==> src/rtl/instr_fetch_unit.sv <==
// Instruction fetch stage: owns the PC, reads a 1-cycle-latency ROM and buffers {pc, word} in a prefetch FIFO.
// Optional feature macro: IFU_MISALIGN_TRAP_EN adds a sticky misalign_fault output that halts fetch.
module instr_fetch_unit #(
    parameter logic [31:0] RESET_PC = 32'h0000_0000,
    parameter int unsigned DEPTH    = 2
) (
    input  logic        clk,
    input  logic        rst,
    output logic        rom_en,
    output logic [31:0] rom_addr,
    input  logic [31:0] rom_rdata,
    input  logic        redirect,
    input  logic [31:0] redirect_pc,
    output logic [31:0] instr,
    output logic [31:0] instr_pc,
    output logic        instr_valid,
    input  logic        instr_ready
`ifdef IFU_MISALIGN_TRAP_EN
    ,
    output logic        misalign_fault
`endif
);

    localparam int PW = $clog2(DEPTH);
    localparam int CW = $clog2(DEPTH + 1);
    localparam logic [CW:0] DEPTH_C = (CW + 1)'(DEPTH);

    typedef struct packed {
        logic [31:0] pc;
        logic [31:0] word;
    } fetch_entry_t;

    logic [31:0]  pc;
    logic [31:0]  req_pc;
    logic         inflight;
    logic [CW-1:0] count;
    logic [PW-1:0] rd_ptr;
    logic [PW-1:0] wr_ptr;
    fetch_entry_t fifo_mem [DEPTH];

    logic         pop;
    logic         push;
    logic         issue;
    logic         fault_hold;
    logic [CW:0]  occupancy;

    // Credit check counts the read in flight so a returning word always has a free slot.
    // NOTE: every always_comb output gets a default before any condition so no latch is inferred.
    always_comb begin
        pop       = instr_valid && instr_ready;
        push      = inflight && !redirect;
        occupancy = {1'b0, count} + {{CW{1'b0}}, inflight} - {{CW{1'b0}}, pop};
        issue     = rst && !redirect && !fault_hold && (occupancy < DEPTH_C);
    end

    assign rom_en      = issue;
    assign rom_addr    = pc;
    assign instr_valid = (count != '0);
    assign instr       = instr_valid ? fifo_mem[rd_ptr].word : 32'h0;
    assign instr_pc    = instr_valid ? fifo_mem[rd_ptr].pc   : 32'h0;

    // NOTE: sequential state uses non-blocking assignments so every register sees pre-edge values.
    always_ff @(posedge clk or negedge rst) begin
        if (!rst) begin
            pc       <= RESET_PC;
            req_pc   <= RESET_PC;
            inflight <= 1'b0;
            count    <= '0;
            rd_ptr   <= '0;
            wr_ptr   <= '0;
        end else if (redirect) begin
            // Redirect wins over any same-cycle push or pop; the returning word is dropped.
            pc       <= {redirect_pc[31:2], 2'b00};
            inflight <= 1'b0;
            count    <= '0;
            rd_ptr   <= '0;
            wr_ptr   <= '0;
        end else begin
            inflight <= issue;
            if (issue) begin
                pc     <= pc + 32'd4;
                req_pc <= pc;
            end
            if (push) begin
                wr_ptr <= wr_ptr + PW'(1);
            end
            if (pop) begin
                rd_ptr <= rd_ptr + PW'(1);
            end
            case ({push, pop})
                2'b10:   count <= count + CW'(1);
                2'b01:   count <= count - CW'(1);
                default: count <= count;
            endcase
        end
    end

    // NOTE: FIFO storage has no reset; count gates its visibility, and instr/instr_pc read 0 when empty.
    always_ff @(posedge clk) begin
        if (push) begin
            fifo_mem[wr_ptr] <= '{pc: req_pc, word: rom_rdata};
        end
    end

`ifdef IFU_MISALIGN_TRAP_EN
    always_ff @(posedge clk or negedge rst) begin
        if (!rst) begin
            misalign_fault <= 1'b0;
        end else if (redirect && (redirect_pc[1:0] != 2'b00)) begin
            misalign_fault <= 1'b1;
        end
    end

    assign fault_hold = misalign_fault;
`else
    // Target low bits are discarded silently when the trap is not built in.
    logic unused_redirect_lsbs;
    assign unused_redirect_lsbs = ^redirect_pc[1:0];
    assign fault_hold           = 1'b0;
`endif

endmodule
==> config.mk <==
export PLATFORM = sky130hd
export DESIGN_NAME = instr_fetch_unit
export DESIGN_NICKNAME = d
export VERILOG_FILES = /design/src/rtl/instr_fetch_unit.sv
export SDC_FILE = /design/constraint.sdc
export NUM_CORES = 1
export LEC_CHECK = 0
export BUFFER_PORTS_ARGS = -buffer_cell sky130_fd_sc_hd__buf_2
export CORE_MARGIN = 4
export CORE_UTILIZATION = 57
export CTS_BUF_LIST = sky130_fd_sc_hd__clkbuf_8
export DETAILED_ROUTE_END_ITERATION = 8
export GPL_TIMING_DRIVEN = 1
export PLACE_DENSITY_LB_ADDON = 0.08
export SLEW_MARGIN = 20
export SYNTH_ARGS = -nofsm -noshare
export SYNTH_HDL_FRONTEND = slang
export SYNTH_SLANG_ARGS = --single-unit
==> constraint.sdc <==
create_clock -name clk -period 8 [get_ports clk]
set_clock_uncertainty 0.1 [all_clocks]
set_input_delay 0.8 -clock clk [delete_from_list [all_inputs] [get_ports clk]]
set_output_delay 0.8 -clock clk [all_outputs]
set_load 0.05 [all_outputs]
Yosys cells after proc, flatten, opt, wreduce, memory -nomap -nowiden
Memories as Yosys holds them, arrays and structs flattened.
Cells that the tools add are included.
{"block": "totals", "register_bits": 69, "ram_bits": 128, "input_bits": 68, "out_inout_bits": 98, "n_memories": 1}
{"name": "fifo_mem", "words": 2, "width": 64, "read_ports": 1, "rd_clocked_by_memory_dff": 0, "wr": 1, "line": "39", "source": "fetch_entry_t fifo_mem [DEPTH];"}
{"block": "op_classes", "addsub": 7, "n_lt_le_gt_ge": 1, "n_eq_ne": 2, "n_mux": 13, "n_bitwise": 1, "n_reduce_logical": 11}
{"operator": "$mux 32", "n": 4}
{"operator": "$add 32x3->32 const B", "n": 1}
{"operator": "$reduce_bool 2->1", "n": 4}
{"operator": "$mux 1", "n": 7}
{"operator": "$logic_and 1x1->1", "n": 4}
{"operator": "$pmux 2 s2", "n": 1}
{"operator": "$add 2x1->3", "n": 1}
{"operator": "$lt 3x2->1 const B", "n": 1}
{"operator": "$reduce_bool 3->1", "n": 1}
{"operator": "$sub 3x1->3", "n": 1}
{"operator": "$add 1x1->1 const B", "n": 2}
{"operator": "$add 2x1->2 const B", "n": 1}
{"operator": "$eq 2x1->1 const B", "n": 1}
{"operator": "$eq 2x2->1 const B", "n": 1}
{"operator": "$mux 2", "n": 1}
{"operator": "$reduce_and 2->1", "n": 1}
{"operator": "$sub 2x1->2 const B", "n": 1}
{"operator": "$logic_not 1->1", "n": 1}
{"operator": "$not 1->1", "n": 1}

Depth between registers and ports, before layout
{"block": "logic_depth", "depth_word": 7, "ltp_mapped": 11, "mapped_depth_nobuf": 9}

Least setup slack after synthesis
OpenSTA, ideal clock, no wires.
{"block": "synth_path", "kind": "input port to flip-flop", "start": "input redirect", "end": "memory fifo_mem[0][0] (netlist bit) (enable)", "setup_time_ns": 0.571, "arrival_time_ns": 5.778, "required_time_ns": 7.329, "path_slack_ns": 1.550, "cell_stages": 3, "path_buffers": 2, "cell_sequence": "clkbuf_1 buf_1 nor3b_1"}
{"block": "synth_between", "elab_chain_cells": 4}
{"element": "start: declaration", "line": "12", "source": "input logic redirect,"}
{"element": "$logic_not 1->1", "line": "51", "source": "push = inflight && !redirect;"}
{"element": "$logic_and 1x1->1", "line": "51"}
{"element": "$mux 1", "line": "100", "source": "if (push) begin"}
{"element": "$mux 1 (not written as such)", "line": "101", "source": "fifo_mem[wr_ptr] <= '{pc: req_pc, word: rom_rdata};"}
{"element": "end: declaration", "line": "39"}
Every way passes these cells.

Final worst setup path
{"block": "layout_path", "start": "register count[1]", "end": "output rom_en"}
{"block": "layout_between", "elab_chain_cells": 5, "elab_cells_between_ends": 6, "cone_classes": "add/sub: 2; order compare: 1; reduce/logical: 3"}
{"element": "start: declaration", "line": "36", "source": "logic [CW-1:0] count;"}
{"element": "start signal: assignment", "line": "91", "source": "2'b10: count <= count + CW'(1);"}
{"element": "start signal: assignment", "line": "92", "source": "2'b01: count <= count - CW'(1);"}
{"element": "start signal: assignment", "line": "93", "source": "default: count <= count;"}
{"element": "parallel branches: the longest is 2 deep, another holds $add 2x1->3"}
{"element": "$sub 3x1->3 (*)", "line": "52", "source": "occupancy = {1'b0, count} + {{CW{1'b0}}, inflight} - {{CW{1'b0}}, pop};"}
{"element": "$lt 3x2->1 (*)", "line": "53", "source": "issue = rst && !redirect && !fault_hold && (occupancy < DEPTH_C);"}
{"element": "$logic_and 1x1->1 (*)", "line": "53"}
{"element": "end: declaration", "line": "9", "source": "output logic rom_en,"}
Every way passes the cells marked *.

==> results_dict.tcl <==
set metrics [dict create \
    run_status "finished clean" \
    start_util_pct 57.9 \
    postCtsSetupBuffers 0 \
    async_flop_share_pct 34.4 \
    critPathBufInv 2 \
    drtAntennaViolNets 0 \
    setup_slack_ns 3.76 \
    grt_pass1_vias 5413 \
    tightest_slew_ns 1.11 \
    synth_top_flop_cell "edfxtp_1" \
    avgSynthCellArea_um2 12.8 \
    clk_pin_slew_ns 0.09 \
    cts_num_sinks 189 \
    hp-class "reg -> reg" \
    finalWirelength_mm 16.6 \
    cts.path.max_buffers 2 \
    slew_violations 0 \
    finalNetCount 847 \
    grt_pass1_wl_mm 27.0 \
    numCtsBuffers 17 \
    clk_latency_ns 0.46 \
    grt_max_degree 69 \
    cts_hold_buf 0 \
    drt_iter0_drc 421 \
    dieArea_um2 16000 \
    cp_top_family "buffers and inverters" \
    finalCritPeriodShare_pct 53.1 \
    num_io_pins 166 \
    synth_area_um2 8010 \
    leakagePower_nw 3.79 \
    ys_types 60 \
    io_buffer_count 159 \
    synth-edff-count 124 \
    fp.coreArea_um2 13800 \
    placed_area_um2 8910 \
    cts_max_level 4 \
    ir_drop_v 0.000134 \
    rsz0062_at_grt "no" \
    required_ns 7.10 \
    dieWidth_um 127 \
    final_cell_mix "buf_2, edfxtp_1, nand2_1" \
    worst-setup-path-type "reg -> out" \
    synth_seq_cells 189 \
    crit_slowest_cell "dfrtp_1" \
    critical_path.max_stage_delay_ns 0.59 \
    hold_ws_ns 0.376 \
    stdcell_area_um2 9340 \
    path_cells "and3b_1, or2_2, nand2_1, fa_1, and3b_2, nand2_2, inv_2, buf_2" \
    hold_viol 0 \
    die_y_um 127 \
    start_kind "flip-flop" \
    fin_crit_ns 4.24 \
    dp_hpwl_mm 10.7 \
    diodes 0 \
    globalplace.congestion 0.804 \
    drc 0 \
    cts_tree "done" \
    finalSetupTns_ns 0 \
    setup_violations 0 \
    critPathMaxFanout 46 \
    fill_cells 1082 \
    post_drt_wl_per_cell_um 17.2 \
    yosysWarnings 0 \
    yosysSeqAreaShare_pct 66.8 \
    syn2layout_area_growth_pct 16.7 \
    cp-end-kind "primary output" \
    avgViaCountPerCell 5.59 \
    maxSlewHeadroom_pct 26.1 \
    cts_resized 0 \
    track_usage_pct 21.4 \
    fmax_mhz 236 \
    cp.arrival_ns 3.34 \
    syn_inst 628 \
    place_ws_ns 3.89 \
    cts-root-buf "clkbuf_8" \
    grt_antenna_before_repair 0 \
    cap_violations 0 \
    power_mw 2.15 \
    final_common_cell "buf_2" \
    vias 5426 \
    drive_gt1_share_pct 27.5 \
    overflow 0 \
    rows 43 \
    drtPass1Iterations 4 \
    p_per_area_nw_per_um2 230 \
]
-- final timing paths --
check / to / slack [ns] / cells after the start / from
setup / recovery: rom_en / 3.76 / 8 / count[1]
hold / removal: fifo_mem[1][45] / 0.38 / 0 / req_pc[13]
setup reg to reg: rom_addr[26] / 4.71 / 8 / count[1]
hold reg to reg: fifo_mem[1][45] / 0.38 / 0 / req_pc[13]
max in group asynchronous: rd_ptr / 6.69 / 2 / rst
min in group asynchronous: req_pc[23] / 0.41 / 2 / rst
-- cells in the mapped netlist (4+ instances only) --
cell type	n	area share, %
nand4_1	10	0.78
dfrtp_1	65	20
a31oi_1	4	0.31
or3_1	4	0.31
mux2i_1	65	8.1
a22oi_1	11	1.0
or2_2	4	0.31
or4_1	5	0.47
o21ai_0	12	0.75
nand2_1	99	4.6
o311ai_0	11	1.2
nor4_1	5	0.39
nor2_1	69	3.2
inv_1	9	0.42
clkbuf_1	19	0.89
and2_1	7	0.55
edfxtp_1	124	46
nor3_1	4	0.25
buf_1	8	0.38
buf_4	5	0.47
nand3_1	19	1.2
o211ai_1	16	1.5
-- kinds of logic (layout without fill, tap and decap cells) --
group / count (synthesis) / count (layout) / synth area share, %
other: 1 / 4 / 0.0468
xor gates and xnor gates: 6 / 6 / 0.750
DFF: 189 / 189 / 66.8
muxes: 65 / 65 / 8.12
adders and majority gates: 2 / 2 / 0.406
AOI/OAI and AO/OA: 72 / 72 / 6.73
buffers and inverters: 47 / 206 / 2.80
and+or+nand+nor: 246 / 246 / 14.3
-- worst reg2reg max path, stage by stage (launching register included) --
cell      delay, ns
dfrtp_1        0.53
and3b_1        0.28
or2_2          0.32
nand2_1        0.09
fa_1           0.45
and2_1         0.17
a21oi_1        0.86
a22oi_1        0.20
o311ai_1       0.19
-- stage by stage --
| step | utilization (%) | cells |
|---|---|---|
| after floorplan | - | 631 |
| after global placement | 64.4 | 938 |
| after detailed placement | 64.4 | 938 |
| after CTS | 67.6 | 970 |
| after global routing | 67.6 | 970 |
| final | 67.6 | 970 |
-- power breakdown --
part,total [mW],internal (mW),switching (mW)
clock network,0.660,0.322,0.338
logic,0.302,0.0843,0.218
registers,1.18,1.12,0.0665
total,2.15,1.52,0.622
-- sequential cells by signal, indices dropped and copies added, names as in the netlist --
signal and count:
fifo_mem 124, req_pc 30, count 2, inflight 1, rd_ptr 1, wr_ptr 1, rom_addr 30
-- area by class of cell --
type,count,area (um2),area share (%)
clock inverters,11,144,1.54
well taps,180,225,2.41
flip-flops and latches,189,5350,57.3
multi-input cells,395,2460,26.3
repair buffers,164,833,8.92
clock buffers,21,289,3.09
inverters,10,37.5,0.402
-- per-layer routing --
layer,up-vias,share of wire [%],track usage (%),wire (um)
li1,2589,-,-,-
met1,2615,42,27.8,7030
met2,199,49,35.8,8120
met3,23,7.0,4.42,1160
met4,0,2.0,8.01,325
met5,-,0,0,0
(Power assumes the default switching activity.)
